File: config.mk
export PLATFORM = sky130hd
export DESIGN_NAME = conv_scan_ctrl
export DESIGN_NICKNAME = d
export VERILOG_FILES = /design/src/rtl/conv_scan_ctrl.sv
export SDC_FILE = /design/constraint.sdc
export NUM_CORES = 1
export LEC_CHECK = 0
export BUFFER_PORTS_ARGS = -buffer_cell sky130_fd_sc_hd__buf_2
export CORE_MARGIN = 2
export CORE_UTILIZATION = 60
export CTS_CLUSTER_DIAMETER = 40
export DETAILED_ROUTE_END_ITERATION = 16
export PLACE_DENSITY = 0.87
export SYNTH_ARGS = -nofsm -noshare
export SYNTH_HDL_FRONTEND = slang
export SYNTH_SLANG_ARGS = --single-unit
File: constraint.sdc
create_clock -name clk -period 9.2 [get_ports clk]
set_input_delay 1.84 -clock clk [delete_from_list [all_inputs] [get_ports clk]]
set_output_delay 1.84 -clock clk [all_outputs]
set_load 0.02 [all_outputs]
File: src/rtl/conv_scan_ctrl.sv
// Raster-scan sequencer for the streaming convolution datapath: tracks pixel position,
// flags complete KxK windows and frames each image. Optional stall counter: CONV_SCAN_STALL_CNT_EN.
module conv_scan_ctrl #(
    parameter int unsigned K     = 3,
    parameter int unsigned CNT_W = 16
) (
    input  logic             clk,
    input  logic             rst_n,
    input  logic             start,
    input  logic [CNT_W-1:0] img_w,
    input  logic [CNT_W-1:0] img_h,
    input  logic             in_valid,
    output logic             in_ready,
    output logic             pix_en,
    output logic             out_valid,
    input  logic             out_ready,
    output logic [CNT_W-1:0] out_row,
    output logic [CNT_W-1:0] out_col,
    output logic             busy,
    output logic             done,
    output logic             cfg_err
`ifdef CONV_SCAN_STALL_CNT_EN
    ,
    output logic [CNT_W-1:0] stall_cnt
`endif
);

    localparam logic [CNT_W-1:0] K_SZ = CNT_W'(K);
    localparam logic [CNT_W-1:0] K_M1 = CNT_W'(K - 1);
    localparam logic [CNT_W-1:0] ONE  = CNT_W'(1);

    typedef enum logic [1:0] {
        ST_IDLE  = 2'd0,
        ST_SCAN  = 2'd1,
        ST_DRAIN = 2'd2,
        ST_DONE  = 2'd3
    } state_e;

    state_e           state_q, state_d;
    logic [CNT_W-1:0] row_q, row_d;
    logic [CNT_W-1:0] col_q, col_d;
    logic [CNT_W-1:0] w_q, w_d;
    logic [CNT_W-1:0] h_q, h_d;
    logic             out_valid_q, out_valid_d;
    logic [CNT_W-1:0] out_row_q, out_row_d;
    logic [CNT_W-1:0] out_col_q, out_col_d;
    logic             busy_q, busy_d;
    logic             done_q, done_d;
    logic             cfg_err_q, cfg_err_d;

    logic start_ok;
    logic accept;
    logic col_last;
    logic last_pix;
    logic win_hit;

    // Handshake: a pixel may enter only when the output slot is free or draining this cycle
    assign start_ok = start && (img_w >= K_SZ) && (img_h >= K_SZ);
    assign in_ready = (state_q == ST_SCAN) && (!out_valid_q || out_ready);
    assign accept   = in_valid && in_ready;
    assign pix_en   = accept;
    assign col_last = (col_q == (w_q - ONE));
    assign last_pix = col_last && (row_q == (h_q - ONE));
    assign win_hit  = accept && (row_q >= K_M1) && (col_q >= K_M1);

    // Next-state, counters and output stage
    always_comb begin
        state_d     = state_q;
        row_d       = row_q;
        col_d       = col_q;
        w_d         = w_q;
        h_d         = h_q;
        out_valid_d = out_valid_q;
        out_row_d   = out_row_q;
        out_col_d   = out_col_q;
        cfg_err_d   = cfg_err_q;

        case (state_q)
            ST_IDLE: begin
                if (start_ok) begin
                    state_d   = ST_SCAN;
                    w_d       = img_w;
                    h_d       = img_h;
                    row_d     = '0;
                    col_d     = '0;
                    cfg_err_d = 1'b0;
                end else if (start) begin
                    cfg_err_d = 1'b1;
                end
            end
            ST_SCAN: begin
                if (accept) begin
                    if (col_last) begin
                        col_d = '0;
                        row_d = row_q + ONE;
                    end else begin
                        col_d = col_q + ONE;
                    end
                    if (last_pix) begin
                        state_d = ST_DRAIN;
                    end
                end
            end
            ST_DRAIN: begin
                if (!out_valid_q || out_ready) begin
                    state_d = ST_DONE;
                end
            end
            ST_DONE: begin
                state_d = ST_IDLE;
            end
            default: begin
                state_d = ST_IDLE;
            end
        endcase

        // Consume and reload may coincide for one window per clock
        if (out_valid_q && out_ready) begin
            out_valid_d = 1'b0;
        end
        if (win_hit) begin
            out_valid_d = 1'b1;
            out_row_d   = row_q - K_M1;
            out_col_d   = col_q - K_M1;
        end

        busy_d = (state_d != ST_IDLE);
        done_d = (state_d == ST_DONE);
    end

    always_ff @(posedge clk or negedge rst_n) begin
        if (!rst_n) begin
            state_q     <= ST_IDLE;
            row_q       <= '0;
            col_q       <= '0;
            w_q         <= '0;
            h_q         <= '0;
            out_valid_q <= 1'b0;
            out_row_q   <= '0;
            out_col_q   <= '0;
            busy_q      <= 1'b0;
            done_q      <= 1'b0;
            cfg_err_q   <= 1'b0;
        end else begin
            state_q     <= state_d;
            row_q       <= row_d;
            col_q       <= col_d;
            w_q         <= w_d;
            h_q         <= h_d;
            out_valid_q <= out_valid_d;
            out_row_q   <= out_row_d;
            out_col_q   <= out_col_d;
            busy_q      <= busy_d;
            done_q      <= done_d;
            cfg_err_q   <= cfg_err_d;
        end
    end

    assign out_valid = out_valid_q;
    assign out_row   = out_row_q;
    assign out_col   = out_col_q;
    assign busy      = busy_q;
    assign done      = done_q;
    assign cfg_err   = cfg_err_q;

`ifdef CONV_SCAN_STALL_CNT_EN
    logic [CNT_W-1:0] stall_q, stall_d;

    // Saturating count of cycles where upstream offered a pixel but was back-pressured
    always_comb begin
        stall_d = stall_q;
        if ((state_q == ST_IDLE) && start_ok) begin
            stall_d = '0;
        end else if ((state_q == ST_SCAN) && in_valid && !in_ready && (stall_q != '1)) begin
            stall_d = stall_q + ONE;
        end
    end

    always_ff @(posedge clk or negedge rst_n) begin
        if (!rst_n) begin
            stall_q <= '0;
        end else begin
            stall_q <= stall_d;
        end
    end

    assign stall_cnt = stall_q;
`endif

endmodule

==> results.md <==
* Syn_nets at 748
* Mapped cell area at 5990 µm²
* CTS sink cnt at 102
* Port buffer count at 74
* Crit path cell chain: buf_2 > nor2b_1 > nor2_1 > nand2_1 > inv_1 > buf_2
* Row count at 36
* Area grow syn2layout at 9.88%
* Type of origin of the critical path: input pin
* Hold/Removal Path Class: flip-flop to flip-flop
* Mapped Cells at 701
* Avg Inst Size Synth at 8.54 µm²
* DRC viols at 0
* Hpwl dp at 10.4 mm
* Status: finished clean
* Top_reg_cell synth: dfrtp_1
* Die Wd at 104 µm
* Max Cap Viol at 0
* Final hold vios at 0
* Die Ht at 104 µm
* CTS Buf Count at 9
* Starting DRC count in detailed routing at 346
* Max Root-Sink Buffers at 2
* Antenna violations before repair at 0
* Core area at 9730 µm²
* Post-synth EDFFs at 0
* Register bit total from synthesis at 102
* Routed Antenna Nets at 0
* # IOs at 75
* CTS tree: built
* DR pass1 iterations at 5
* Worst-path clk slew at 0.09 ns
* Worst path slowest cell: nand2_1
* Max incr delay on CP at 0.32 ns
* Crit-path max FO at 11
* Fin Setup TNS at 0 ns
* Leakage at 2.90 nW
* Vias in the first global route at 5012
* CP endpoint kind: output port
* Crit path required time at 7.36 ns
* Critical path data arrival time at 3.11 ns
* Share of post-route cells with drive strength above 1 at 15.0%
* Most common cell on crit path: buf_2
* GRT Total Usage at 27.3%
* Synth area leaders: dfrtp_1 (43%), nand2_1 (6.7%), xnor2_1 (6.1%)
* RSZ-0062 raised after global routing: false
* RD Place Congestion at 0.869
* Synth area leader: dfrtp_1
* Post-synth ARST share at 100%
* Die area at 10800 µm²
* Vias at 5261
* CTS Hold Buffers Added at 0
* Yosys cell types at 57
* Relative slew slack at 25.7%
* WL/cell at 16.1 µm
* CTS resizes at 0
* Register area share after synthesis at 42.6%
* Starting Density at 61.5%
* Worst Max-Slew Pin Slew at 1.11 ns
* Worst-skew pair later-pin latency at 0.37 ns
* Tcrit/Tclk final at 53.8%
* Share of the synthesized area in the top cell type at 42.6%
* Final slew viol count at 0
* Post-CTS setup repair buffer count at 0
* Final Total Pwr at 1.87 mW
* Crit Path Class: input pin to output port
* FMAX at 0.202 GHz
* Pre-CTS WS at 4.30 ns
* Fin worst setup slack at 4.25 ns
* Final wirelength at 14.2 mm
* GR Overflow Total at 0
* Vias per cell at 5.98
* ANT cells at 0
* Pwr dens at 284 nW/µm²
* Post-layout min period at 4.95 ns
* Global-route wire length before repair at 24.1 mm
* Final setup fails at 0
* Nets at 789
* Root buffer cell: clkbuf_8
* H-Tree Level Count at 3
* Setup Skew at 0.0119 ns
* Largest net degree at the start of global routing at 69
* Maximum VDD drop at 0.000138 V
* Yosys warns at 0
-- per-stage QoR --
step / std cells / hold slack [ns] / cell area, µm² / util [%]
floorplan: 701 / 0.465 / 5990 / -
global placement: 864 / 0.486 / 6380 / 65.6
detailed placement: 864 / 0.494 / 6380 / 65.6
CTS: 880 / 0.516 / 6580 / 67.6
global route: 880 / 0.547 / 6580 / 67.6
finish: 880 / 0.510 / 6580 / 67.6
-- report_power, final --
group	leakage, nW	switching [mW]	internal [mW]
Combinational	1.55	0.495	0.346
Sequential	1.26	0.161	0.584
Clock	0.0973	0.156	0.128
-- synth_stat cells (all sizes together), types with 14 or more instances --
| cell type | instances |
|---|---|
| nand2 | 107 |
| dfrtp | 102 |
| nor2 | 78 |
| xnor2 | 42 |
| a21oi | 38 |
| clkbuf | 35 |
| xor2 | 35 |
| o21ai | 28 |
| nand3 | 24 |
| inv | 23 |
| nor4 | 21 |
| or3 | 19 |
| nand4 | 14 |
-- flip-flops by register name, indices dropped and copies added (netlist names) --
register and flops:
out_row 16, state_q 2, busy 1, out_valid 1
col_q 16, h_q 16, row_q 16, out_col 16
cfg_err 1, w_q 16, done 1
-- per-layer routing --
layer	vias up	part of all wire [%]	global-route usage, %
met2	213	47	43.2
li1	2496	-	-
met5	-	0	0
met1	2530	46	39.8
met3	22	6.1	3.13
met4	0	1.3	8.30
-- final timing paths --
| check | slack (ns) | cells past startpoint | start | to |
|---|---|---|---|---|
| setup / recovery | 4.25 | 6 | out_ready | pix_en |
| hold / removal | 0.51 | 1 | out_row[1] | out_row[1] |
| setup reg to reg | 5.72 | 11 | w_q[0] | col_q[14] |
| hold reg to reg | 0.51 | 1 | out_row[1] | out_row[1] |
| max in group asynchronous | 6.64 | 2 | rst_n | out_col[5] |
| min in group asynchronous | 1.40 | 1 | rst_n | w_q[7] |
-- worst max-delay path: cells and delay by family --
family / cells / cell delay, ns
simple gates: 3 / 0.73
buf+inv: 3 / 0.54
-- cell usage in the layout, fill, tap and decap left out, types with 4 or more instances in the layout --
cell	synthesis	final
a31oi_1	7	7
nand3_1	24	24
nand4_1	14	14
nand2b_1	4	4
o21ai_0	28	28
o31ai_1	8	8
nand3b_1	4	4
buf_4	0	5
clkbuf_8	0	9
xor2_1	35	35
nor4_1	20	20
nor2_1	77	77
nand4b_1	4	4
a211oi_1	5	5
nor3_1	12	12
dfrtp_1	102	102
a21oi_1	38	38
nand2_1	107	107
mux2i_1	6	6
or3_1	19	19
nor2b_1	5	5
mux2_2	7	7
inv_1	23	23
buf_2	8	73
xnor2_1	42	42
or2_2	4	4
or4_1	9	9
ha_1	10	10
-- final cells by class --
| type | count | area (µm²) |
|---|---|---|
| Multi-Input combinational cell | 528 | 3180 |
| Fill cell | 814 | 3150 |
| Sequential cell | 102 | 2550 |
| Timing Repair Buffer | 78 | 403 |
| Tap cell | 133 | 166 |
| Clock buffer | 10 | 128 |
| Inverter | 23 | 86.3 |
| Clock inverter | 6 | 68.8 |
-- logic make-up (layout without fill, tap and decap cells) --
logic type                 Yosys count  count (layout)  share of synthesized area [%]
buffers and inverters               71             117                           4.64
adders and majority gates           10              10                           2.09
DFF                                102             102                           42.6
and+or+nand+nor                    323             323                           26.4
xor gates and xnor gates            77              77                           11.3
AOI/OAI and AO/OA                  104             104                           10.4
muxes                               14              14                           2.51
No activity file was read; power rests on OpenSTA's default activity.
